## src/rtl/fifo_pkg.sv

```systemverilog
// fifo_pkg: shared sizing and pointer helpers for the FIFO family.
//   level_width(depth): bits needed to hold a count of 0..depth.
//   ptr_next(p, depth): advance a storage pointer, wrapping to 0 after depth-1.
package fifo_pkg;

    function automatic int level_width(int depth);
        return $clog2(depth + 1);
    endfunction

    // Explicit wrap compare so non-power-of-two depths wrap correctly.
    function automatic int unsigned ptr_next(int unsigned p, int unsigned depth);
        return (p + 1 == depth) ? 0 : p + 1;
    endfunction

endpackage

```

## src/rtl/fifo_mem.sv

```systemverilog
// fifo_mem: DEPTH x WIDTH storage, one synchronous write port, one asynchronous read port, no reset.
//   clk   : write clock
//   we    : write enable
//   waddr : write address (0..DEPTH-1)
//   wdata : write word
//   raddr : read address (0..DEPTH-1)
//   rdata : word at raddr, combinational
module fifo_mem #(
    parameter int WIDTH = 16,
    parameter int DEPTH = 10,
    parameter int AW    = $clog2(DEPTH)
) (
    input  logic             clk,
    input  logic             we,
    input  logic [AW-1:0]    waddr,
    input  logic [WIDTH-1:0] wdata,
    input  logic [AW-1:0]    raddr,
    output logic [WIDTH-1:0] rdata
);

    logic [WIDTH-1:0] mem [DEPTH];

    always_ff @(posedge clk) begin
        if (we) mem[waddr] <= wdata;
    end

    assign rdata = mem[raddr];

endmodule

```

## src/rtl/fifo_level.sv

```systemverilog
// fifo_level: first-word fall-through FIFO with level, almost-full/empty and sticky error flags.
//   clk, res_n            : clock, asynchronous active-low reset
//   wdata, shift_in       : write word and write request
//   shift_out             : read request (pops the head)
//   clr_err               : synchronous clear of overflow/underflow
//   rdata                 : head word, zero when empty
//   full, empty           : level == DEPTH / level == 0
//   almost_full/_empty    : level >= AF_LEVEL / level <= AE_LEVEL
//   level                 : current entry count
//   overflow, underflow   : sticky error flags
module fifo_level
    import fifo_pkg::*;
#(
    parameter int WIDTH    = 16,
    parameter int DEPTH    = 10,
    parameter int AF_LEVEL = DEPTH - 2,
    parameter int AE_LEVEL = 2
) (
    input  logic                          clk,
    input  logic                          res_n,
    input  logic [WIDTH-1:0]              wdata,
    input  logic                          shift_in,
    input  logic                          shift_out,
    input  logic                          clr_err,
    output logic [WIDTH-1:0]              rdata,
    output logic                          full,
    output logic                          empty,
    output logic                          almost_full,
    output logic                          almost_empty,
    output logic [level_width(DEPTH)-1:0] level,
    output logic                          overflow,
    output logic                          underflow
);

    localparam int LW = level_width(DEPTH);
    localparam int PW = $clog2(DEPTH);

    logic [PW-1:0]    wptr_q, wptr_d, rptr_q, rptr_d;
    logic [LW-1:0]    level_q, level_d;
    logic             ovf_q, ovf_d, udf_q, udf_d;
    logic             wr, rd;
    logic [WIDTH-1:0] mem_rdata;

    // All status is decoded from registered level only.
    assign full         = level_q == LW'(DEPTH);
    assign empty        = level_q == '0;
    assign almost_full  = level_q >= LW'(AF_LEVEL);
    assign almost_empty = level_q <= LW'(AE_LEVEL);
    assign level        = level_q;
    assign overflow     = ovf_q;
    assign underflow    = udf_q;
    assign rdata        = empty ? '0 : mem_rdata;

    // A write into a full FIFO is allowed only when the head is popped in the same cycle.
    assign wr = shift_in & (~full | shift_out);
    assign rd = shift_out & ~empty;

    always_comb begin
        wptr_d  = wr ? PW'(ptr_next(32'(wptr_q), DEPTH)) : wptr_q;
        rptr_d  = rd ? PW'(ptr_next(32'(rptr_q), DEPTH)) : rptr_q;
        level_d = (wr & ~rd) ? level_q + LW'(1) :
                  (rd & ~wr) ? level_q - LW'(1) : level_q;
        // A fresh error outranks clr_err in the same cycle.
        ovf_d   = (shift_in & full & ~shift_out) | (ovf_q & ~clr_err);
        udf_d   = (shift_out & empty & ~shift_in) | (udf_q & ~clr_err);
    end

    always_ff @(posedge clk or negedge res_n) begin
        if (!res_n) begin
            wptr_q  <= '0;
            rptr_q  <= '0;
            level_q <= '0;
            ovf_q   <= 1'b0;
            udf_q   <= 1'b0;
        end else begin
            wptr_q  <= wptr_d;
            rptr_q  <= rptr_d;
            level_q <= level_d;
            ovf_q   <= ovf_d;
            udf_q   <= udf_d;
        end
    end

    fifo_mem #(
        .WIDTH(WIDTH),
        .DEPTH(DEPTH),
        .AW   (PW)
    ) u_mem (
        .clk  (clk),
        .we   (wr),
        .waddr(wptr_q),
        .wdata(wdata),
        .raddr(rptr_q),
        .rdata(mem_rdata)
    );

endmodule

```

## config.mk

```make
export PLATFORM = sky130hd
export DESIGN_NAME = fifo_level
export DESIGN_NICKNAME = d
export VERILOG_FILES = /design/src/rtl/fifo_pkg.sv /design/src/rtl/fifo_mem.sv /design/src/rtl/fifo_level.sv
export SDC_FILE = /design/constraint.sdc
export NUM_CORES = 1
export LEC_CHECK = 0
export CAP_MARGIN = 20
export CORE_ASPECT_RATIO = 0.75
export CORE_UTILIZATION = 63
export CTS_CLUSTER_SIZE = 24
export DETAILED_ROUTE_END_ITERATION = 6
export PLACE_DENSITY_LB_ADDON = 0.2
export SLEW_MARGIN = 20
export SYNTH_ARGS = -nofsm -noshare
export SYNTH_HDL_FRONTEND = slang
export SYNTH_SLANG_ARGS = --single-unit
export TNS_END_PERCENT = 5
```

## constraint.sdc

```tcl
create_clock -name clk -period 7.58 [get_ports clk]
set_clock_uncertainty 0.05 [all_clocks]
set_input_delay 1.895 -clock clk [delete_from_list [all_inputs] [get_ports clk]]
set_output_delay 1.895 -clock clk [all_outputs]
set_load 0.01 [all_outputs]
```

# --- Yosys cells after proc, flatten, opt, wreduce, memory -nomap -nowiden ---
# Memories as Yosys holds them, arrays and structs flattened.
# Index checks and enable logic that the tools add are counted.
op_classes:
  add_sub_neg: 4
  bitwise_logic: 20
  reduce_logical: 2
  mux: 7
  n_shift: 0
  div_mod_pow: 0
  eq_ne: 3
  n_lt_le_gt_ge: 2
  mul: 0
ops:
  columns: ["cell", "n"]
  rows:
  - ["$mux W16", 1]
  - ["$mux W4", 4]
  - ["$add A4 B1 Y5 const B", 2]
  - ["$and A1 B1 Y1", 10]
  - ["$eq A5 B4 Y1 const B", 2]
  - ["$not A1 Y1", 7]
  - ["$add A4 B1 Y4 const B", 1]
  - ["$eq A4 B4 Y1 const B", 1]
  - ["$ge A4 B4 Y1 const B", 1]
  - ["$le A4 B2 Y1 const B", 1]
  - ["$logic_not A4 Y1", 1]
  - ["$sub A4 B1 Y4 const B", 1]
  - ["$or A1 B1 Y1", 3]
  - ["$mux W1", 2]
  - ["$reduce_bool A2 Y1", 1]
totals:
  regBits: 14
  memories: 1
  rom_bits: 0
  ramBits: 160
  output_inout_bits: 26
  wordCells: 44
  latch_bits: 0
memory_table:
  columns: ["memory", "words", "width", "read_ports", "rd_clocked_by_memory_dff", "wr", "line", "rtl"]
  rows:
  - ["u_mem.mem", 10, 16, 1, 0, 1, "fifo_mem.sv:21", "logic [WIDTH-1:0] mem [DEPTH];"]

# --- Longest topological paths before layout ---
# Gate-level depths: netlist of run 1.
depth:
  depth_word: 8
  depth_mapped: 11

# --- By module ---
# Synthesis of run 1 repeated with hierarchy kept, for this count alone.
unflattened:
  cells_unflattened: 453
  hier_area_um2: 7402.1
modules_own_cells:
  columns: ["module", "area_per_inst_um2", "cells_per_inst", "n_inst", "seq_area_each_um2"]
  rows:
  - ["fifo_mem", 6392.4, 342, 1, 4804.6]
  - ["fifo_level", 1009.7, 111, 1, 350.3]

# --- Worst setup path before layout of run 1 ---
# Ideal clock, no wire load.
synth_timing:
  kind: "input -> register"
  from: "input port shift_out"
  to: "memory u_mem.mem[1][0] (enable)"
  stages: 2
  required_time_ps: 7094
  arrival_ps: 3794
  path_buffers: 0
  setup_time_ps: 436
  slack_ps: 3299
  cell_sequence: "o21ai_2 > nor4b_1"
synth_via:
  elab_chain_len: 4
synth_rtl:
  columns: ["item", "line", "rtl"]
  rows:
  - ["start: declaration", "fifo_level.sv:23", "input logic shift_out,"]
  - ["$or A1 B1 Y1", "fifo_level.sv:55", "assign wr = shift_in & (~full | shift_out);"]
  - ["$and A1 B1 Y1", "fifo_level.sv:55", null]
  - ["$mux W1", "fifo_mem.sv:24", "if (we) mem[waddr] <= wdata;"]
  - ["$mux W1 (implied by the code)", "fifo_mem.sv:24", null]
  - ["end: declaration", "fifo_mem.sv:21", null]
# Every way passes these cells.

# --- Worst setup path in the final report of run 1 ---
layout_timing:
  from: "register rptr_q[0]"
  to: "output port rdata[14]"
layout_via:
  elab_chain_len: 2
layout_rtl:
  columns: ["item", "line", "rtl"]
  rows:
  - ["start: declaration", "fifo_level.sv:38", "logic [PW-1:0] wptr_q, wptr_d, rptr_q, rptr_d;"]
  - ["start signal: assignment", "fifo_level.sv:77", "rptr_q <= rptr_d;"]
  - ["$mem_v2 Z10 W16", null, null]
  - ["$mux W16", "fifo_level.sv:52", "assign rdata = empty ? '0 : mem_rdata;"]
  - ["end: declaration", "fifo_level.sv:25", "output logic [WIDTH-1:0] rdata,"]
# Every way passes these cells.

==> out/qor.yml, run 1 <==
clock_tree:
  insertion_delay_ps: 430
  root_buffer: "clkbuf_16"
  clockBufferDepth: 2
  clock_sinks: 174
  htree_levels: 4
  clkTransAtPathRegs_ps: 60
  cts_buffers: 17
  ctsResizeCount: 0
  post_cts_buffers: 0
  cts_tree: "built"
  cts_hold_buffers: 0
timing:
  period_minus_slack_ps: 5200
  rsz0062_at_grt: "no"
  tns_ps: 0
  finalMaxSlewViolations: 0
  setup_viol: 0
  period_share_pct: 68.6
  slew_headroom_pct: 30.1
  hold_violations: 0
  max_freq_mhz: 192
  worst_pin_slew_ps: 1050
logic_synthesis:
  synth-async-reset-ratio_pct: 8.05
  synth_ff_type: "edfxtp_1"
  synth_mux_area_share_pct: 11.3
  syn_nets: 489
  syn_area_um2: 7260
  synthSimpleGateAreaFrac_pct: 6.79
  synth_top_family_by_area: "multiplexers"
  yosysWarnings: 0
  synth_cell_types: 44
  synth-adder-area-share_pct: 2.00
  synth.avg_cell_area_um2: 15.9
  ys_seq_area_share_pct: 71.0
  synth-seq-cells: 174
  syn_inst: 457
  synth-edff-count: 160
  synth_compound_area_share_pct: 5.27
  synthXorXnorAreaFrac_pct: 0.603
setup_path:
  critical_path_arrival_ps: 3250
  crit_type: "flip-flop to output pin"
  critPathLaunchType: "flip-flop"
  critPathMaxFanout: 47
  critPathRequiredTime_ps: 5640
  critPathCaptureType: "output pin"
drt:
  vias_per_cell: 6.32
  avgRoutedWirePerCell_um: 22.8
  drc: 0
  drt_iter0_drc: 389
  drtAntennaViolNets: 0
  routed_wl_mm: 15.0
  num_vias: 4148
  first_pass_iters: 5
global_routing:
  antenna_found_initial: 0
  grt_usage_pct: 27.4
  grt_overflow: 0
  grt_pass1_wl_mm: 23.1
  grt_pass1_vias: 4096
  grt_max_degree: 67
die:
  start_util_pct: 65.6
  pin_count: 47
  rows: 33
  fp.dieH_um: 95.0
  die_area_um2: 12000
  core_area_um2: 11100
  die_x_um: 126
final_layout:
  fin_nets: 535
  seqCellArea_um2: 5160
  multi_input_area_um2: 1910
  final_cell_mix: "edfxtp_1, mux2i_1, clkdlybuf4s50_1"
  layout_commonest_cell: "edfxtp_1"
  antennaDiodeCount: 0
  drive_gt1_share_pct: 9.69
  fillerInstances: 627
  final_area_um2: 8430
  syn2layout_area_growth_pct: 16.1
  stdcell_count: 656
min_path:
  hold_path.class: "flip-flop to flip-flop"
job:
  cap_violations: 0
power:
  p_leak_nw: 2.96
  ir_drop_uv: 271
  powerDensity_nw_per_um2: 391
place:
  post-place-cells: 622
  port-buffer-count: 46
  gp_congestion: 0.837
  postPlaceCellArea_um2: 7800
  hpwl_mm: 8.10
status:
  status: "completed"
## synth_stat cells (7+ instances only)
cell	count	share of area (%)
dfrtp_1	14	4.8
ha_1	10	1.7
o21ai_0	7	0.48
inv_1	9	0.47
a211oi_1	16	1.7
edfxtp_1	160	66
o22ai_1	16	1.4
mux2i_1	81	11
buf_2	9	0.62
nand2_1	13	0.67
nor2_1	35	1.8
nor4_1	16	1.4
## cells by family (layout without fill, tap and decap cells)
family | after synthesis | after routing
AOI/OAI and AO/OA | 54 | 54
muxes | 82 | 82
DFF | 174 | 174
buffers and inverters | 38 | 97
and+or+nand+nor | 93 | 93
xor gates and xnor gates | 5 | 5
adders and majority gates | 11 | 11
## cell type report
cell class / count / share of cell area (%)
clock inverter: 14 / 1.96
clock buffer: 18 / 5.09
tap: 140 / 2.08
multi-input combinational: 245 / 22.7
sequential: 174 / 61.2
inverter: 10 / 0.445
timing repair buffer: 55 / 6.59
## sequential cells by signal, indices dropped and copies added (netlist names)
signal     cells
underflow      1
rptr_q         4
wptr_q         4
u_mem.mem    160
overflow       1
level          4
## worst paths after layout
| path | startpoint | end | slack (ps) | cells past startpoint |
|---|---|---|---|---|
| max | rptr_q[0]$_DFFE_PN0P_ | rdata[14] | 2380 | 7 |
| min reg2reg | underflow$_DFF_PN0_ | underflow$_DFF_PN0_ | 470 | 2 |
| min | underflow$_DFF_PN0_ | underflow$_DFF_PN0_ | 470 | 2 |
| min in group asynchronous | res_n | wptr_q[1]$_DFFE_PN0P_ | 1830 | 1 |
| max reg2reg | level[0]$_DFFE_PN0P_ | level[3]$_DFFE_PN0P_ | 4490 | 9 |
| max in group asynchronous | res_n | rptr_q[0]$_DFFE_PN0P_ | 5130 | 1 |
## per-layer routing
metal	up-vias	track usage, %	wire length, um
met4	0	14.4	299
li1	1866	-	-
met3	25	5.33	853
met2	161	43.9	7210
met5	-	0	0
met1	2096	36.3	6620
## power by group
part,switching [mW],internal [mW],total (mW)
clock,0.364,0.517,0.881
sequential,0.130,1.16,1.29
combinational,0.584,0.542,1.13
total,1.08,2.22,3.30
## worst max-delay path, stage by stage, from the launching register on
cell             delay, ps
dfrtp_4                660
buf_16                 330
buf_4                  380
mux2i_1                310
o22ai_2                100
nor4_1                 370
a211oi_1               110
clkdlybuf4s50_1        500
## through the flow
stage               util, %  power, mW  worst slack, ps  hold slack, ps
finish                 76.2       3.30             2380             470
global route           76.2       3.44             2300             503
CTS                    75.8       3.29             2150             474
detailed placement     70.5       2.42             2670             465
global placement       70.5       2.38             2740             464
floorplan                 -       2.02             3300             480
(Power assumes the default switching activity.)
==> inputs of run 2 (changes only) <==
--- a/config.mk
+++ b/config.mk
@@ -7,7 +7,7 @@
 export LEC_CHECK = 0
 export CAP_MARGIN = 20
 export CORE_ASPECT_RATIO = 0.75
-export CORE_UTILIZATION = 63
+export CORE_UTILIZATION = 59
 export CTS_CLUSTER_SIZE = 24
 export DETAILED_ROUTE_END_ITERATION = 6
 export PLACE_DENSITY_LB_ADDON = 0.2
==> constraint.sdc (replaced) <==
create_clock -name clk -period 5.22 [get_ports clk]
set_clock_uncertainty 0.05 [all_clocks]
set_input_delay 1.305 -clock clk [delete_from_list [all_inputs] [get_ports clk]]
set_output_delay 1.305 -clock clk [all_outputs]
set_load 0.01 [all_outputs]
==> run 2 against run 1 <==
Register-to-register slack worse by 2300 ps. Power is 46% higher. First-iteration DRC count decreased by 5.4%. Via count decreased by 2.1%. Hold slack better by 27 ps.
==> out/qor.yml, run 2 (synthesis results as in run 1) <==
status:
  status: "completed"  # unchanged
die:
  rows: 34  # was 33
  pin_count: 47  # unchanged
  core_area_um2: 11800  # was 11100 um^2
  die_area_um2: 12800  # was 12000 um^2
  die_x_um: 130  # was 126 um
  fp.dieH_um: 98.1  # was 95.0 um
  start_util_pct: 61.6  # was 65.6%
timing:
  period_share_pct: 80.3
  max_freq_mhz: 239
  hold_violations: 0  # unchanged
  period_minus_slack_ps: 4190
  worst_pin_slew_ps: 1060  # was 1050 ps
  rsz0062_at_grt: "no"  # unchanged
  finalMaxSlewViolations: 0  # unchanged
  slew_headroom_pct: 29.1  # was 30.1%
  tns_ps: 0  # unchanged
  setup_viol: 0  # unchanged
power:
  ir_drop_uv: 312  # was 271 uV
  p_leak_nw: 2.96  # about the same
  powerDensity_nw_per_um2: 570  # was 391 nW/um^2
drt:
  routed_wl_mm: 14.8  # was 15.0 mm
  avgRoutedWirePerCell_um: 21.8  # was 22.8 um
  vias_per_cell: 5.99  # was 6.32
  num_vias: 4061  # was 4148
  drc: 0  # unchanged
  met2WireLength_mm: 7.37  # was 7.21 mm
  first_pass_iters: 5  # unchanged
  drt_iter0_drc: 368  # was 389
  wl_met1_mm: 6.44  # was 6.62 mm
  drtAntennaViolNets: 0  # unchanged
  routed.top_layer: "met4"  # unchanged
  route.met3.wl_um: 797  # was 853 um
clock_tree:
  cts_tree: "built"  # unchanged
  ctsResizeCount: 0  # unchanged
  post_cts_buffers: 0  # unchanged
  clkTransAtPathRegs_ps: 60  # about the same
  cts_hold_buffers: 0  # unchanged
  htree_levels: 4  # unchanged
  insertion_delay_ps: 420  # was 430 ps
  clock_sinks: 174  # unchanged
  root_buffer: "clkbuf_16"  # unchanged
  clockBufferDepth: 2  # unchanged
  cts_buffers: 17  # unchanged
final_layout:
  final_cell_mix: "edfxtp_1, mux2i_1, clkdlybuf4s50_1"  # unchanged
  antennaDiodeCount: 0  # unchanged
  largest_reg_flops: 160  # unchanged
  fin_nets: 535  # unchanged
  stdcell_count: 678  # was 656
  syn2layout_area_growth_pct: 16.8  # was 16.1%
  layout_commonest_cell: "edfxtp_1"  # unchanged
  largest-register: "u_mem.mem"  # unchanged
  drive_gt1_share_pct: 10.1  # was 9.69%
setup_path:
  reg2regPathDepth: 9  # unchanged
  critPathSlowestCell: "dfrtp_4"  # unchanged
  startpoint: "rptr_q[0]$_DFFE_PN0P_"  # unchanged
  critPathLaunchType: "flip-flop"  # unchanged
  critPathMaxFanout: 51  # was 47
  critPathRequiredTime_ps: 3870  # was 5640 ps
  critPathCaptureType: "output pin"  # unchanged
  crit_type: "flip-flop to output pin"  # unchanged
  r2r_slack_ps: 2170  # was 4490 ps
  timing.rr.start: "level[0]$_DFFE_PN0P_"  # unchanged
  reg2reg_to: "level[3]$_DFFE_PN0P_"  # unchanged
  endpoint: "rdata[14]"  # unchanged
  critical_path_arrival_ps: 2840  # was 3250 ps
  slowest_delay_ps: 590  # was 660 ps
  worstPathCellList: "buf_12 -> mux2i_1 -> o22ai_2 -> nor4_1 -> a211oi_1 -> clkdlybuf4s50_1"  # was buf_16 -> buf_4 -> mux2i_1 -> o22ai_2 -> nor4_1 -> a211oi_1 -> clkdlybuf4s50_1
global_routing:
  grt_max_degree: 52  # was 67
  grt_pass1_vias: 4117  # was 4096
  antenna_found_initial: 0  # unchanged
  grt_overflow: 0  # unchanged
  grt_usage_pct: 25.4  # was 27.4%
  grt_pass1_wl_mm: 23.0  # was 23.1 mm
place:
  hpwl_mm: 7.97  # was 8.10 mm
  post-place-cells: 645  # was 622
  port-buffer-count: 46  # unchanged
  gp_congestion: 0.757  # was 0.837
min_path:
  hold_path.class: "flip-flop to flip-flop"  # unchanged
job:
  cap_violations: 0  # unchanged
run 2: changes by cell type in the layout (fill, tap and decap cells not counted), sizes merged:
cell	previous run	this run
clkinv	7	3
clkinvlp	2	4
bufinv	3	4
inv	12	13
run 2: routing by layer:
metal / vias to the layer above / global-route usage, %
met2: 155 / 40.3
met5: - / 0
met3: 17 / 5.32
met1: 2034 / 35.5
li1: 1855 / -
met4: 0 / 8.32
run 2: critical path: cells and delay by family, from the launching register on:
family / cells / cell delay (ps)
multiplexers: 1 / 320
AND/OR/NAND/NOR: 1 / 370
buffers and inverters: 2 / 870
AO/OA/AOI/OAI: 2 / 210
flip-flops: 1 / 590
run 2: report_power, final:
group          internal [mW]  leakage (nW)  total [mW]  switching (mW)
sequential              1.69          1.62        1.84           0.157
combinational          0.778          1.06        1.66           0.887
clock                  0.801         0.288        1.32           0.523
total                   3.27          2.96        4.83            1.57
run 2: final cells by class:
cell class,instances,area [um^2]
clock buffers,18,429
clock inverters,14,189
fillers,771,3300
inverters,10,37.5
multi-input cells,245,1910
flip-flops and latches,174,5160
well taps,162,203
repair buffers,55,548
run 2: how the worst min path moves through the flow:
stage / to / depth (start not counted) / start
global route: underflow$_DFF_PN0_ / 2 / underflow$_DFF_PN0_
CTS: underflow$_DFF_PN0_ / 2 / underflow$_DFF_PN0_
floorplan: rptr_q[2]$_DFFE_PN0P_ / 2 / rptr_q[2]$_DFFE_PN0P_
finish: underflow$_DFF_PN0_ / 2 / underflow$_DFF_PN0_
global placement: underflow$_DFF_PN0_ / 2 / underflow$_DFF_PN0_
detailed placement: underflow$_DFF_PN0_ / 2 / underflow$_DFF_PN0_
run 2: through the flow:
stage | hold slack, ps | util (%) | instance area (um^2) | setup WS (ps) | power (mW)
3_5_place_dp | 494 | 66.6 | 7840 | 1270 | 3.52
4_1_cts | 503 | 71.8 | 8460 | 998 | 4.84
3_3_place_gp | 482 | 66.6 | 7840 | 1350 | 3.48
2_1_floorplan | 480 | - | 7260 | 1530 | 2.94
5_1_grt | 545 | 72.0 | 8480 | 841 | 5.06
6_report | 496 | 72.0 | 8480 | 1030 | 4.83
==> inputs of run 3 (changes only) <==
--- a/config.mk
+++ b/config.mk
@@ -7,7 +7,7 @@
 export LEC_CHECK = 0
 export CAP_MARGIN = 20
 export CORE_ASPECT_RATIO = 0.75
-export CORE_UTILIZATION = 59
+export CORE_UTILIZATION = 53
 export CTS_CLUSTER_SIZE = 24
 export DETAILED_ROUTE_END_ITERATION = 6
 export PLACE_DENSITY_LB_ADDON = 0.2
==> constraint.sdc (replaced) <==
create_clock -name clk -period 3.39 [get_ports clk]
set_clock_uncertainty 0.05 [all_clocks]
set_input_delay 0.8475 -clock clk [delete_from_list [all_inputs] [get_ports clk]]
set_output_delay 0.8475 -clock clk [all_outputs]
set_load 0.01 [all_outputs]
==> run 3 against run 2 <==
Hold slack got worse by 4.1 ps. Global-route usage decreased by 3.8 points. Register-to-register slack got worse by 1700 ps. Power increased by 54%. Sequential power increased by 53%. Sequential share of layout area decreased by 1.4 points. Flip-flop and latch count unchanged. Count of clock-buffer cells in the layout unchanged. Combinational power increased by 63%. Critical path type unchanged. Critical endpoint is now rdata[3].
==> out/qor.yml, run 3 (synthesis results as in run 1) <==
global_routing:
  grt_usage_pct: 21.6  # was 25.4%
  grt_pass1_vias: 3949  # was 4117
  grt_pass1_wl_mm: 21.8  # was 23.0 mm
  antenna_found_initial: 0  # unchanged
  grt_max_degree: 31  # was 52
  grt_overflow: 0  # unchanged
die:
  pin_count: 47  # unchanged
  core_area_um2: 13200  # was 11800 um^2
  rows: 36  # was 34
  die_area_um2: 14200  # was 12800 um^2
  fp.dieH_um: 103  # was 98.1 um
  die_x_um: 137  # was 130 um
  start_util_pct: 55.0  # was 61.6%
timing:
  rsz0062_at_grt: "yes"  # was no
  slew_headroom_pct: 53.8  # was 29.1%
  tns_ps: 0  # unchanged
  max_freq_mhz: 299
  period_share_pct: 98.6
  hold_violations: 0  # unchanged
  worst_pin_slew_ps: 691  # was 1060 ps
  period_minus_slack_ps: 3340
  setup_viol: 0  # unchanged
  finalMaxSlewViolations: 0  # unchanged
final_layout:
  final_cell_mix: "edfxtp_1, mux2i_1, clkdlybuf4s50_1"  # unchanged
  fillerInstances: 920  # was 771
  seqCellArea_um2: 5160  # about the same
  layout_commonest_cell: "edfxtp_1"  # unchanged
  antennaDiodeCount: 0  # unchanged
  multi_input_area_um2: 1940  # was 1910 um^2
  syn2layout_area_growth_pct: 19.6  # was 16.8%
  largest-register: "u_mem.mem"  # unchanged
  largest_reg_flops: 160  # unchanged
  fin_nets: 557  # was 535
  drive_gt1_share_pct: 15.1  # was 10.1%
drt:
  drc: 0  # unchanged
  vias_per_cell: 5.69  # was 5.99
  routed_wl_mm: 14.4  # was 14.8 mm
  avgRoutedWirePerCell_um: 20.3  # was 21.8 um
  num_vias: 4036  # was 4061
  drt_iter0_drc: 318  # was 368
  first_pass_iters: 4  # was 5
  drtAntennaViolNets: 0  # unchanged
clock_tree:
  clkTransAtPathRegs_ps: 70  # was 60 ps
  clockBufferDepth: 2  # unchanged
  cts_hold_buffers: 0  # unchanged
  root_buffer: "clkbuf_16"  # unchanged
  clock_sinks: 174  # unchanged
  insertion_delay_ps: 420  # about the same
  cts_buffers: 17  # unchanged
  htree_levels: 4  # unchanged
  cts_tree: "built"  # unchanged
power:
  power_mw: 7.45  # was 4.83 mW
  p_leak_nw: 3.12  # was 2.96 nW
  powerDensity_nw_per_um2: 858  # was 570 nW/um^2
  ir_drop_uv: 509  # was 312 uV
job:
  cap_violations: 0  # unchanged
setup_path:
  slowest_delay_ps: 570  # was 590 ps
  crit_type: "flip-flop to output pin"  # unchanged
  critPathTopFamily: "buffers and inverters"  # unchanged
  critical_path_arrival_ps: 2440  # was 2840 ps
  critPathLaunchType: "flip-flop"  # unchanged
  critPathCaptureType: "output pin"  # unchanged
  worstPathCellList: "or2_4 -> buf_4 -> o22ai_1 -> nor4_1 -> a211oi_1 -> clkdlybuf4s50_1"  # was buf_12 -> mux2i_1 -> o22ai_2 -> nor4_1 -> a211oi_1 -> clkdlybuf4s50_1
  critPathMaxFanout: 8  # was 51
  worst-path-buf-inv: 2  # unchanged
  critPathSlowestCell: "clkdlybuf4s50_1"  # was dfrtp_4
  r2r_slack_ps: 520  # was 2170 ps
  critPathRequiredTime_ps: 2490  # was 3870 ps
place:
  port-buffer-count: 46  # unchanged
  gp_congestion: 0.807  # was 0.757
  hpwl_mm: 8.59  # was 7.97 mm
min_path:
  hold_path.class: "flip-flop to flip-flop"  # unchanged
status:
  status: "completed"  # unchanged
run 3: final timing paths:
kind	startpoint	to	depth (start not counted)
max	rptr_q[1]$_DFFE_PN0P_	rdata[3]	6
min	underflow$_DFF_PN0_	underflow$_DFF_PN0_	2
max reg2reg	level[0]$_DFFE_PN0P_	level[3]$_DFFE_PN0P_	8
min reg2reg	underflow$_DFF_PN0_	underflow$_DFF_PN0_	2
max in group asynchronous	res_n	rptr_q[0]$_DFFE_PN0P_	1
min in group asynchronous	res_n	wptr_q[0]$_DFFE_PN0P_	1
run 3: area by class of cell:
type | count | area share (%)
clock buffer | 18 | 4.94
clock inverter | 14 | 1.83
inverter | 10 | 0.432
multi-input combinational | 245 | 22.3
sequential | 174 | 59.4
tap | 171 | 2.46
timing repair buffer | 77 | 8.56
run 3: power breakdown:
group          leakage [nW]  total (mW)  internal [mW]  switching (mW)
logic                  1.23        2.70           1.32            1.38
registers              1.61        2.82           2.60           0.223
clock network         0.277        1.92           1.10           0.822
run 3: worst reg2reg max path, delay by kind of cell, from the launching register on:
kind | cells | cell delay (ps)
AO/OA/AOI/OAI | 4 | 1370
adder cells (fa/ha/maj) | 2 | 540
buffers and inverters | 2 | 280
flip-flops | 1 | 510
run 3: per-stage QoR:
stage	util, %	worst slack, ps	cell area [um^2]	hold WS, ps	cells
after CTS	65.4	-11.5	8630	494	707
after global routing	65.8	-61.0	8680	543	709
final	65.8	47.7	8680	492	709
after global placement	60.8	136	8030	467	674
after detailed placement	60.8	-62.1	8030	484	674
after floorplan	-	157	7260	480	457
run 3: per-layer routing:
metal / part of all wire, % / up-vias / GRT usage, %
met5: 0 / - / 0
li1: - / 1916 / -
met3: 5.1 / 13 / 4.48
met1: 45 / 2005 / 29.3
met2: 49 / 102 / 35.1
met4: 1.2 / 0 / 7.69
run 3: repair_timing:
action                                  4_1_cts  5_1_grt
setup buffers                                 1        2
pin swaps                                     1        0
resized for setup                             8        9
endpoints found under the setup margin       16       12
gates cloned                                  0        0
==> edit: new RTL, flow settings as in run 2 <==
`DEPTH` is set to 10 in 2 places; all go to 11.
--- a/src/rtl/fifo_mem.sv
+++ b/src/rtl/fifo_mem.sv
@@ -9,3 +9,3 @@
     parameter int WIDTH = 16,
-    parameter int DEPTH = 10,
+    parameter int DEPTH = 11,
     parameter int AW    = $clog2(DEPTH)
--- a/src/rtl/fifo_level.sv
+++ b/src/rtl/fifo_level.sv
@@ -14,3 +14,3 @@
     parameter int WIDTH    = 16,
-    parameter int DEPTH    = 10,
+    parameter int DEPTH    = 11,
     parameter int AF_LEVEL = DEPTH - 2,
Behaviour: not the same (a bounded check fails within 10 cycles, from zero or initial values).
==> edit against run 2 <==
  * Utilization fell by 1.7 points
  * Synthesized area increased by 9.0%
  * First-iteration DRC count fell by 24%
  * Wire length rose by 0.10%
  * Critical path type unchanged
  * Non-clock buffer count unchanged
  * Sequential cell count rose by 16
  * Cell area grew 7.9%
  * Die area rose by 8.8%
  * Worst setup slack worse by 0.49 ns
  * Power rose by 5.4%
==> edit: results (changes against run 2) <==
| Metric | Value |
|---|---|
| First-pass iteration count of the detailed router | 5 (unchanged) |
| Worst skew pair latency | 0.42 ns (about the same) |
| First-pass GRT wire length | 22700 um (was 23000 um) |
| Synthesis Warnings | 0 (unchanged) |
| Post-Synth Adder-Cell Area | 1.83% (was 2.00%) |
| Met3 routed WL | 813 um (was 797 um) |
| Cell variety after synth | 43 (was 44) |
| Final Wtd Congestion | 0.738 (was 0.757) |
| Peak supply drop | 0.387 mV (was 0.312 mV) |
| DR WL met2 | 6900 um (was 7370 um) |
| Drc violations | 0 (unchanged) |
| Post-synthesis mux area share | 13.2% (was 11.3%) |
| Layout cell share with drive strength beyond 1 | 15.7% (was 10.1%) |
| Pre-CTS WS | 0.983 ns (was 1.27 ns) |
| DR iter-0 viols | 280 (was 368) |
| Synth top area cells | edfxtp_1 (67%), mux2i_1 (6.2%), dfrtp_1 (4.4%), mux4_2 (4.3%), mux2_2 (2.4%) (was edfxtp_1 (66%), mux2i_1 (11%), dfrtp_1 (4.8%), nor2_1 (1.8%), ha_1 (1.7%)) |
| # fillers | 819 (was 771) |
| Sequential area share after synthesis | 71.2% (was 71.0%) |
| Post-synth EDFFs | 176 (was 160) |
| Top post-synthesis cells by count | edfxtp_1 (176), mux2i_1 (49), a211oi_1 (19), nor2b_1 (18), nor3_1 (18) (was edfxtp_1 (160), mux2i_1 (81), nor2_1 (35)) |
| Initial antenna violation count | 0 (unchanged) |
| Post-CTS Setup Bufs | 0 (unchanged) |
| Number of global-route vias before repair | 4133 (was 4117) |
| N_diodes | 0 (unchanged) |
| Met1 WL | 6880 um (was 6440 um) |
| Synth Area in XOR/XNOR | 0.553% (was 0.603%) |
| Post-synthesis net count | 488 (was 489) |
| Root buf cell | clkbuf_16 (unchanged) |
| Asr flop ratio synth | 7.37% (was 8.05%) |
| Status | finished, final reports clean (unchanged) |
| Critical path arrival | 3.33 ns (was 2.84 ns) |
| Via count | 4184 (was 4061) |
| Routed wire length | 14800 um (about the same) |
| IO Port Bufs | 46 (unchanged) |
| Lkg Pwr | 0.00309 uW (was 0.00296 uW) |
| Critical Path Fanout Max | 21 (was 51) |
| Detail Placement HPWL | 8520 um (was 7970 um) |
| GRT Total Usage | 23.1% (was 25.4%) |
| Slew HR | 29.1% (about the same) |
| Max Used Layer | met4 (unchanged) |
| Clock Path Buffers | 2 (unchanged) |
| Largest net degree at the start of global routing | 36 (was 52) |
| Largest register FFs | 176 (was 160) |
| Synth Area in Compound Gates | 5.04% (was 5.27%) |
[edit: kinds of logic after synthesis]
| kind of cell | count (synthesis) |
|---|---|
| flops | 190 |
| fa+ha+maj | 11 |
| simple gates | 74 |
| mux | 82 |
| buf+inv | 38 |
| xor+xnor | 5 |
| compound gates | 56 |
[edit: area by class of cell]
| class | instances | area (um^2) | share of cell area (%) |
|---|---|---|---|
| timing repair buffer | 55 | 541 | 5.91 |
| multi-input combinational | 228 | 2090 | 22.9 |
| clock inverter | 14 | 190 | 2.08 |
| tap | 171 | 214 | 2.34 |
| clock buffer | 18 | 429 | 4.69 |
| sequential | 190 | 5640 | 61.7 |
| inverter | 11 | 41.3 | 0.451 |
[edit: worst max-delay path, cell delays in order (launching register included)]
cell and delay, ns:
dfrtp_1 0.90, nand2_1 0.68, o22ai_1 0.35, nor3_1 0.10, a211oi_1 0.28, clkdlybuf4s50_1 0.59
[edit: worst paths after layout]
check	startpoint	to	slack [ns]	cells after the start
hold / removal	underflow	underflow	0.48	2
setup / recovery	rptr_q[2]	rdata[5]	0.54	5
hold reg to reg	underflow	underflow	0.48	2
min in group asynchronous	res_n	wptr_q[2]	1.25	1
setup reg to reg	level[0]	level[3]	1.97	9
max in group asynchronous	res_n	rptr_q[0]	3.36	1
[edit: routing by layer]
metal	up-vias	GRT usage, %
li1	1902	-
met1	2109	33.0
met2	150	35.6
met3	23	4.27
met4	0	9.08
met5	-	0
[edit: power by group]
group	switching, uW	leakage (uW)	internal, uW	total [uW]
logic	802	0.00103	865	1670
registers	241	0.00176	1840	2090
clock network	539	0.000297	803	1340
total	1580	0.00309	3510	5090
[edit: per-stage QoR]
stage               utilization, %  hold WS, ns  cells  area [um^2]  total power (uW)
detailed placement            65.5        0.472    655         8530              3780
finish                        70.3        0.479    687         9150              5090
global placement              65.5        0.463    655         8530              3740
global route                  70.3        0.500    687         9150              5330
CTS                           70.3        0.481    687         9150              5120
floorplan                        -        0.488    456         7910              3180
